==> src/rtl/xsleenacore_map_scroll_pkg.sv <==
// Shared constants for the MAP layer scroll generator.
// Register indices and scroll register widths.
package xsleenacore_scroll_pkg;

   localparam int XS_W = 9;
   localparam int YS_W = 8;

   localparam logic [1:0] SCR_XLO = 2'd0;
   localparam logic [1:0] SCR_XHI = 2'd1;
   localparam logic [1:0] SCR_Y   = 2'd2;

endpackage

==> src/rtl/xsleenacore_map_scroll_if.sv <==
// CPU register bus into the scroll generator.
// The CPU side drives; the scroll block listens.
interface xsleenacore_map_scroll_if;

   logic       SCRSELn;
   logic       WDn;
   logic [1:0] AB;
   logic [7:0] DB_in;

   modport master (
      output SCRSELn,
      output WDn,
      output AB,
      output DB_in
   );

   modport slave (
      input SCRSELn,
      input WDn,
      input AB,
      input DB_in
   );

endinterface

==> src/rtl/xsleenacore_map_scroll_edge_det.sv <==
// Single-bit edge detector with a configurable history reset value.
// The first clock after reset only loads history, so a level held
// through reset release is never mistaken for an edge.
module xsleenacore_edge_det #(
   parameter bit RISE    = 1'b1,
   parameter bit RST_VAL = 1'b0
) (
   input  logic clk,
   input  logic rst_n,
   input  logic d,
   output logic pulse
);

   logic prev;
   logic armed;

   always_ff @(posedge clk or negedge rst_n) begin
      if (!rst_n) begin
         prev  <= RST_VAL;
         armed <= 1'b0;
      end else begin
         prev  <= d;
         armed <= 1'b1;
      end
   end

   assign pulse = armed & (RISE ? (d & ~prev) : (~d & prev));

endmodule

==> src/rtl/xsleenacore_map_scroll.sv <==
// MAP layer scroll position generator: double-buffered X/Y scroll,
// committed at VBLANK and added to the raw beam counters.
module xsleenacore_map_scroll
   import xsleenacore_scroll_pkg::*;
#(
   parameter logic [XS_W-1:0] XS_RESET = 9'h000,
   parameter logic [YS_W-1:0] YS_RESET = 8'h00
) (
   input  logic                  clk,
   input  logic                  RESETn,
   xsleenacore_map_scroll_if.slave cpu,
   input  logic                  PIXCEN,
   input  logic [8:0]            HN,
   input  logic [7:0]            VN,
   input  logic                  VBLANK,
   input  logic                  FLIP,
   output logic [5:0]            DHPOS,
   output logic [1:0]            HPOS,
   output logic                  HFINE,
   output logic [7:0]            DVPOS,
   output logic                  COMMIT
);

   logic            wd_fall;
   logic            vb_rise;
   logic            wr;
   logic [XS_W-1:0] xs_sh;
   logic [YS_W-1:0] ys_sh;
   logic [XS_W-1:0] xs_act;
   logic [YS_W-1:0] ys_act;
   logic [8:0]      hsrc;
   logic [7:0]      vsrc;
   logic [8:0]      x_sum;
   logic [7:0]      y_sum;
   logic [8:0]      x_q;

   xsleenacore_edge_det #(
      .RISE    (1'b0),
      .RST_VAL (1'b1)
   ) u_wd_det (
      .clk   (clk),
      .rst_n (RESETn),
      .d     (cpu.WDn),
      .pulse (wd_fall)
   );

   xsleenacore_edge_det #(
      .RISE    (1'b1),
      .RST_VAL (1'b0)
   ) u_vb_det (
      .clk   (clk),
      .rst_n (RESETn),
      .d     (VBLANK),
      .pulse (vb_rise)
   );

   assign wr = wd_fall & ~cpu.SCRSELn;

   always_ff @(posedge clk or negedge RESETn) begin
      if (!RESETn) begin
         xs_sh <= XS_RESET;
         ys_sh <= YS_RESET;
      end else if (wr) begin
         unique case (1'b1)
            (cpu.AB == SCR_XLO): xs_sh[7:0] <= cpu.DB_in;
            (cpu.AB == SCR_XHI): xs_sh[8]   <= cpu.DB_in[0];
            (cpu.AB == SCR_Y):   ys_sh      <= cpu.DB_in;
            default: ;
         endcase
      end
   end

   // Commit reads shadow before a same-clock write lands in it.
   always_ff @(posedge clk or negedge RESETn) begin
      if (!RESETn) begin
         xs_act <= XS_RESET;
         ys_act <= YS_RESET;
         COMMIT <= 1'b0;
      end else begin
         COMMIT <= vb_rise;
         if (vb_rise) begin
            xs_act <= xs_sh;
            ys_act <= ys_sh;
         end
      end
   end

   assign hsrc  = FLIP ? ~HN : HN;
   assign vsrc  = FLIP ? ~VN : VN;
   assign x_sum = hsrc + xs_act;
   assign y_sum = vsrc + ys_act;

   // Y is latched only at line start so it stays fixed across a line.
   always_ff @(posedge clk or negedge RESETn) begin
      if (!RESETn) begin
         x_q   <= '0;
         DVPOS <= '0;
      end else if (PIXCEN) begin
         x_q <= x_sum;
         if (hsrc == 9'd0)
            DVPOS <= y_sum;
      end
   end

   assign DHPOS = x_q[8:3];
   assign HPOS  = x_q[2:1];
   assign HFINE = x_q[0];

endmodule

==> src/flat_wrapper.sv <==
// flat-port wrapper written by rule: the top's interface ports become plain ports
module xsleenacore_map_scroll_flat import xsleenacore_scroll_pkg::*;
#(
   parameter logic [XS_W-1:0] XS_RESET = 9'h000,
   parameter logic [YS_W-1:0] YS_RESET = 8'h00
)
  (clk, RESETn, PIXCEN, HN, VN, VBLANK, FLIP, DHPOS, HPOS, HFINE, DVPOS, COMMIT, cpu_SCRSELn, cpu_WDn, cpu_AB, cpu_DB_in);
  xsleenacore_map_scroll_if cpu_i ();
  input  logic clk;
  input  logic RESETn;
  input  logic PIXCEN;
  input  logic [8:0] HN;
  input  logic [7:0] VN;
  input  logic VBLANK;
  input  logic FLIP;
  output logic [5:0] DHPOS;
  output logic [1:0] HPOS;
  output logic HFINE;
  output logic [7:0] DVPOS;
  output logic COMMIT;
  input wire logic [$bits(cpu_i.SCRSELn)-1:0] cpu_SCRSELn;
  input wire logic [$bits(cpu_i.WDn)-1:0] cpu_WDn;
  input wire logic [$bits(cpu_i.AB)-1:0] cpu_AB;
  input wire logic [$bits(cpu_i.DB_in)-1:0] cpu_DB_in;
  assign cpu_i.SCRSELn = cpu_SCRSELn;
  assign cpu_i.WDn = cpu_WDn;
  assign cpu_i.AB = cpu_AB;
  assign cpu_i.DB_in = cpu_DB_in;
  xsleenacore_map_scroll #(.XS_RESET(XS_RESET), .YS_RESET(YS_RESET)) u_core (.clk(clk), .RESETn(RESETn), .cpu(cpu_i), .PIXCEN(PIXCEN), .HN(HN), .VN(VN), .VBLANK(VBLANK), .FLIP(FLIP), .DHPOS(DHPOS), .HPOS(HPOS), .HFINE(HFINE), .DVPOS(DVPOS), .COMMIT(COMMIT));
endmodule
==> config.mk <==
export PLATFORM = sky130hd
export DESIGN_NAME = xsleenacore_map_scroll_flat
export DESIGN_NICKNAME = d
export VERILOG_FILES = /design/src/rtl/xsleenacore_map_scroll_pkg.sv /design/src/rtl/xsleenacore_map_scroll_if.sv /design/src/rtl/xsleenacore_map_scroll_edge_det.sv /design/src/rtl/xsleenacore_map_scroll.sv /design/src/flat_wrapper.sv
export SDC_FILE = /design/constraint.sdc
export NUM_CORES = 1
export LEC_CHECK = 0
export CAP_MARGIN = 0
export CELL_PAD_IN_SITES_DETAIL_PLACEMENT = 1
export CELL_PAD_IN_SITES_GLOBAL_PLACEMENT = 1
export CORE_ASPECT_RATIO = 0.5
export CORE_MARGIN = 4
export CORE_UTILIZATION = 37
export DETAILED_ROUTE_END_ITERATION = 10
export MAX_ROUTING_LAYER = met4
export PLACE_DENSITY = 0.74
export SKIP_LAST_GASP = 1
export SYNTH_ARGS = -nofsm -noshare
export SYNTH_HDL_FRONTEND = slang
export SYNTH_SLANG_ARGS = --single-unit
==> constraint.sdc <==
create_clock -name clk -period 1.8 [get_ports clk]
set_input_delay 0.45 -clock clk [delete_from_list [all_inputs] [get_ports clk]]
set_output_delay 0.45 -clock clk [all_outputs]
set_load 0.1 [all_outputs]
==> tab_implementation.tex <==
\begin{tabular}{lr}
\hline
Metric & Value \\
\hline
\multicolumn{2}{l}{\textbf{Clock network}} \\
\quad Later-pin clock latency in the skew report & approximately 0.31 ns \\
\quad H-tree depth reported by CTS & 2 \\
\quad CTS hold repair buffers & 0 \\
\quad Sink Count & 55 \\
\quad Cts bufs inserted & 5 \\
\quad Clock root buffer & sky130\_fd\_sc\_hd\_\_clkbuf\_16 \\
\quad CTS clock-pin slew for the worst setup and hold paths & 0.08 ns \\
\quad Clock Tree Buf Depth & 2 \\
\quad CTS tree & yes \\
\multicolumn{2}{l}{\textbf{Die}} \\
\quad Die area & just over 9000 sq um \\
\quad Initial standard-cell utilization of the core & between 30\% and 40\% \\
\quad Floorplan die height & 70.0 um \\
\quad Number of rows created at floorplan & 22 \\
\quad Count of boundary I/O pins & 52 \\
\quad Width of the die & roughly 130 um \\
\quad Area inside the core boundary & approximately 7400 sq um \\
\multicolumn{2}{l}{\textbf{Finish}} \\
\quad Post-Route Utilization & a little over three fifths \\
\quad Number of inserted filler cells in the final layout & 774 \\
\quad Fraction of layout cells with a size suffix above 1 & around 43\% \\
\quad Antenna diode count & 0 \\
\quad Final net count & between 400 and 500 \\
\quad Layout overhead on the synthesized area & 63.2\% \\
\quad Non-filler instance count after layout & 484 \\
\multicolumn{2}{l}{\textbf{Power}} \\
\quad Power Total & between 5000 and 6000 uW \\
\quad Switching power as a share of total power & just over 40\% \\
\quad Clock group share of total power & about a fifth \\
\quad Max VDD drop & 0.503 mV \\
\quad Leakage power summed over all cells & 0.00219 uW \\
\quad Int Pwr & 3220 uW \\
\quad Sequential share of power & between 30\% and 40\% \\
\quad Proportion of power drawn by combinational gates & 49.4\% \\
\quad Net switching component of the power & 2240 uW \\
\quad Power density relative to cell area & 1180 nW/um\^{}2 \\
\multicolumn{2}{l}{\textbf{STA}} \\
\quad Post-route minimum period & between 2 and 2.5 ns \\
\quad Worst setup skew after layout & approximately 0.011 ns \\
\quad Share of the clock period used by the worst path & 119\% \\
\quad Hold Fails Final Rpt & 0 \\
\quad Hold WS & 0.0342 ns \\
\quad Final setup violation count & 14 \\
\quad Slack of the critical path & -0.343 ns \\
\quad Total negative slack for setup checks & -2.05 ns \\
\quad Count of pins over their slew limit & 0 \\
\quad RSZ-0062 raised after global routing & yes \\
\quad Highest attainable clock frequency & 467 MHz \\
\multicolumn{2}{l}{\textbf{Placement}} \\
\quad Input/output buffers & 51 \\
\quad Number of placed cells counting well taps & approximately 450 \\
\quad RD Place Congestion & just under 1 \\
\quad Post-detailed-placement half-perimeter wirelength & 6200 um \\
\multicolumn{2}{l}{\textbf{Detailed routing}} \\
\quad Mean number of vias per cell & $\sim$5.2 \\
\quad Antenna-violating nets left & 0 \\
\quad Final routed wirelength across all metal layers & 10,500 um \\
\quad Via total after detailed routing & 2,522 \\
\quad Violation count after the first detailed-routing iteration & 120 \\
\quad DRC errors left & 0 \\
\quad First-pass iteration count of the detailed router & 4 \\
\quad Avg WL per Cell & 21.8 um \\
\multicolumn{2}{l}{\textbf{Hold path}} \\
\quad Min-Delay Path Class & primary input to async pin \\
\multicolumn{2}{l}{\textbf{Synthesis}} \\
\quad Post-synth cell types & 40 \\
\quad Combined area of all synthesized cells & 2850 sq um \\
\quad Proportion of register bits with asynchronous set or reset after synthesis & 100\% \\
\quad Synthesized netlist net count & 318 \\
\quad Syn Inst Count & around 270 \\
\quad Leading post-synthesis cells by cell area & sky130\_fd\_sc\_hd\_\_dfrtp\_1 (47\%), sky130\_fd\_sc\_hd\_\_nand2\_1 (7.8\%), sky130\_fd\_sc\_hd\_\_ha\_1 (6.6\%) \\
\quad Part of the Yosys area used for sequential elements & 48.4\% \\
\quad Synth Flop Type & sky130\_fd\_sc\_hd\_\_dfrtp\_1 \\
\quad Number of enable flip-flop cells after synthesis & 0 \\
\quad Post-synthesis sequential element count & 55 \\
\quad Most frequently used cell type in the post-synthesis netlist & sky130\_fd\_sc\_hd\_\_nand2\_1 \\
\quad Yosys warnings & 0 \\
\quad Leading cell types by count after synthesis & sky130\_fd\_sc\_hd\_\_nand2\_1 (59), sky130\_fd\_sc\_hd\_\_dfrtp\_1 (54), sky130\_fd\_sc\_hd\_\_mux2\_2 (16), sky130\_fd\_sc\_hd\_\_xor2\_1 (16), sky130\_fd\_sc\_hd\_\_ha\_1 (15) \\
\quad Most area-hungry cell type in the Yosys netlist & sky130\_fd\_sc\_hd\_\_dfrtp\_1 \\
\quad Synth Area per Inst & 10.7 sq um \\
\quad Area share of the largest cell type after synthesis & 47.5\% \\
\multicolumn{2}{l}{\textbf{Worst setup path}} \\
\quad Worst-path cell chain & buf\_12 -> buf\_8 -> xor2\_1 -> ha\_1 -> nand2\_2 -> buf\_4 -> o211ai\_1 -> a21oi\_1 -> xnor2\_1 -> mux2\_4 \\
\quad End of the worst register-to-register path & u\_core.DVPOS[6] \\
\quad Critical Path Start Type & primary input \\
\quad Required time of the critical path & 2.00 ns \\
\quad Crit path capture type & register \\
\quad Worst setup slack for register-to-register paths & -0.31 ns \\
\quad Gate family responsible for the most delay along the worst path & buffers and inverters \\
\quad Critical path fanouts, max & 7 \\
\quad Path depth of the worst reg2reg path & 7 \\
\quad Stages on the worst setup path & 10 \\
\quad Highest-delay cell along the critical path & sky130\_fd\_sc\_hd\_\_ha\_1 \\
\quad WP buf/inv & 3 \\
\quad Largest stage delay on the critical path & 0.33 ns \\
\quad Worst flop-to-flop path startpoint & u\_core.ys\_act[0] \\
\quad Data arrival time of the worst path & 2.34 ns \\
\quad Worst Path Class, Setup & primary input to register \\
\multicolumn{2}{l}{\textbf{Global routing}} \\
\quad Total congestion overflow & 0 \\
\quad Maximum number of pins on one net before global-route repair & 43 \\
\quad Via count of the first global-routing pass & roughly 2,700 \\
\quad Number of antenna violations at the first check in global routing & 0 \\
\quad All-Layer GR Usage & 19.9\% \\
\quad Global-route wire length before repair & 14,300 um \\
\multicolumn{2}{l}{\textbf{Job}} \\
\quad Number of max-capacitance violations reported & 0 \\
\multicolumn{2}{l}{\textbf{Outcome}} \\
\quad Violations in the final reports & negative setup slack \\
\quad Status & finished with violations \\
\hline
\end{tabular}
[cells in the final DEF (no fill, tap or decap), types with 4 or more instances in the layout]
cell type and instances:
sky130_fd_sc_hd__a21oi_1 4, sky130_fd_sc_hd__a21oi_2 4, sky130_fd_sc_hd__buf_12 21, sky130_fd_sc_hd__buf_4 54, sky130_fd_sc_hd__buf_6 11, sky130_fd_sc_hd__clkbuf_16 5
sky130_fd_sc_hd__clkbuf_2 5, sky130_fd_sc_hd__clkdlybuf4s50_1 18, sky130_fd_sc_hd__dfrtp_1 54, sky130_fd_sc_hd__ha_1 10, sky130_fd_sc_hd__mux2_1 5, sky130_fd_sc_hd__mux2_2 14
sky130_fd_sc_hd__mux2_4 8, sky130_fd_sc_hd__nand2_1 54, sky130_fd_sc_hd__nor2_1 9, sky130_fd_sc_hd__nor3_2 5, sky130_fd_sc_hd__o211ai_1 5, sky130_fd_sc_hd__o21a_1 4
sky130_fd_sc_hd__xnor2_1 9, sky130_fd_sc_hd__xor2_1 9, sky130_fd_sc_hd__xor2_2 6
[area by class of cell]
cell class              instances  area (sq um)  share of cell area (%)
multi-input cells             199          1690                    36.4
flip-flops and latches         55          1380                    29.7
repair buffers                119          1280                    27.6
clock buffers                   6           129                    2.78
well taps                      96           120                    2.59
inverters                       7          26.3                   0.566
clock inverters                 2          17.5                   0.377
[per-stage QoR]
stage	worst slack, ns	cell area [sq um]
floorplan	-0.486	2910
global placement	-0.959	4030
detailed placement	-1.01	4030
CTS	-0.311	4330
global route	-0.430	4640
finish	-0.343	4640
[cell families after synthesis]
family	share of synthesized area, %
fa+ha+maj	8.00
buf+inv	1.94
other cells	0.132
xor+xnor	8.31
mux	11.4
compound gates	6.55
simple gates	15.3
flops	48.4
[registers in the layout, summed over array words and instances, names as in the netlist]
register	count
u_core.u_vb_det.prev	1
u_core.ys_act	8
u_core.ys_sh	8
u_core.u_wd_det.armed	1
u_core.xs_act	9
u_core.COMMIT	1
u_core.u_wd_det.prev	1
u_core.x_q	9
u_core.DVPOS	8
u_core.xs_sh	9
[routing by layer]
metal / GRT usage (%) / up-vias / part of all wire, %
met5: - / - / 0
met4: 4.07 / 0 / 1.8
met3: 4.17 / 19 / 5.5
met2: 32.0 / 68 / 49
met1: 26.4 / 1293 / 44
li1: - / 1142 / -
[worst max path at each step]
stage | to | slack, ns | from
final | u_core.DVPOS[6] | -0.34 | FLIP
after detailed placement | u_core.DVPOS[7] | -1.01 | FLIP
after floorplan | u_core.DVPOS[6] | -0.49 | FLIP
after global placement | u_core.DVPOS[6] | -0.96 | FLIP
after global routing | u_core.DVPOS[6] | -0.43 | FLIP
after CTS | u_core.DVPOS[6] | -0.31 | FLIP
[power groups by stage]
stage	clock (uW)	sequential (uW)	combinational [uW]
after floorplan	0	2250	723
after global placement	0	1710	2190
after detailed placement	0	1720	2260
after CTS	1020	1700	2350
after global routing	1100	1750	2850
final	1040	1720	2700
[what timing repair did]
item                                    CTS  global route
gates resized for setup                  42            67
buffers inserted                          7            18
pin swaps                                24            37
endpoints found under the setup margin   16            22
gates cloned                              1             0
No activity file was read; power rests on OpenSTA's default activity.
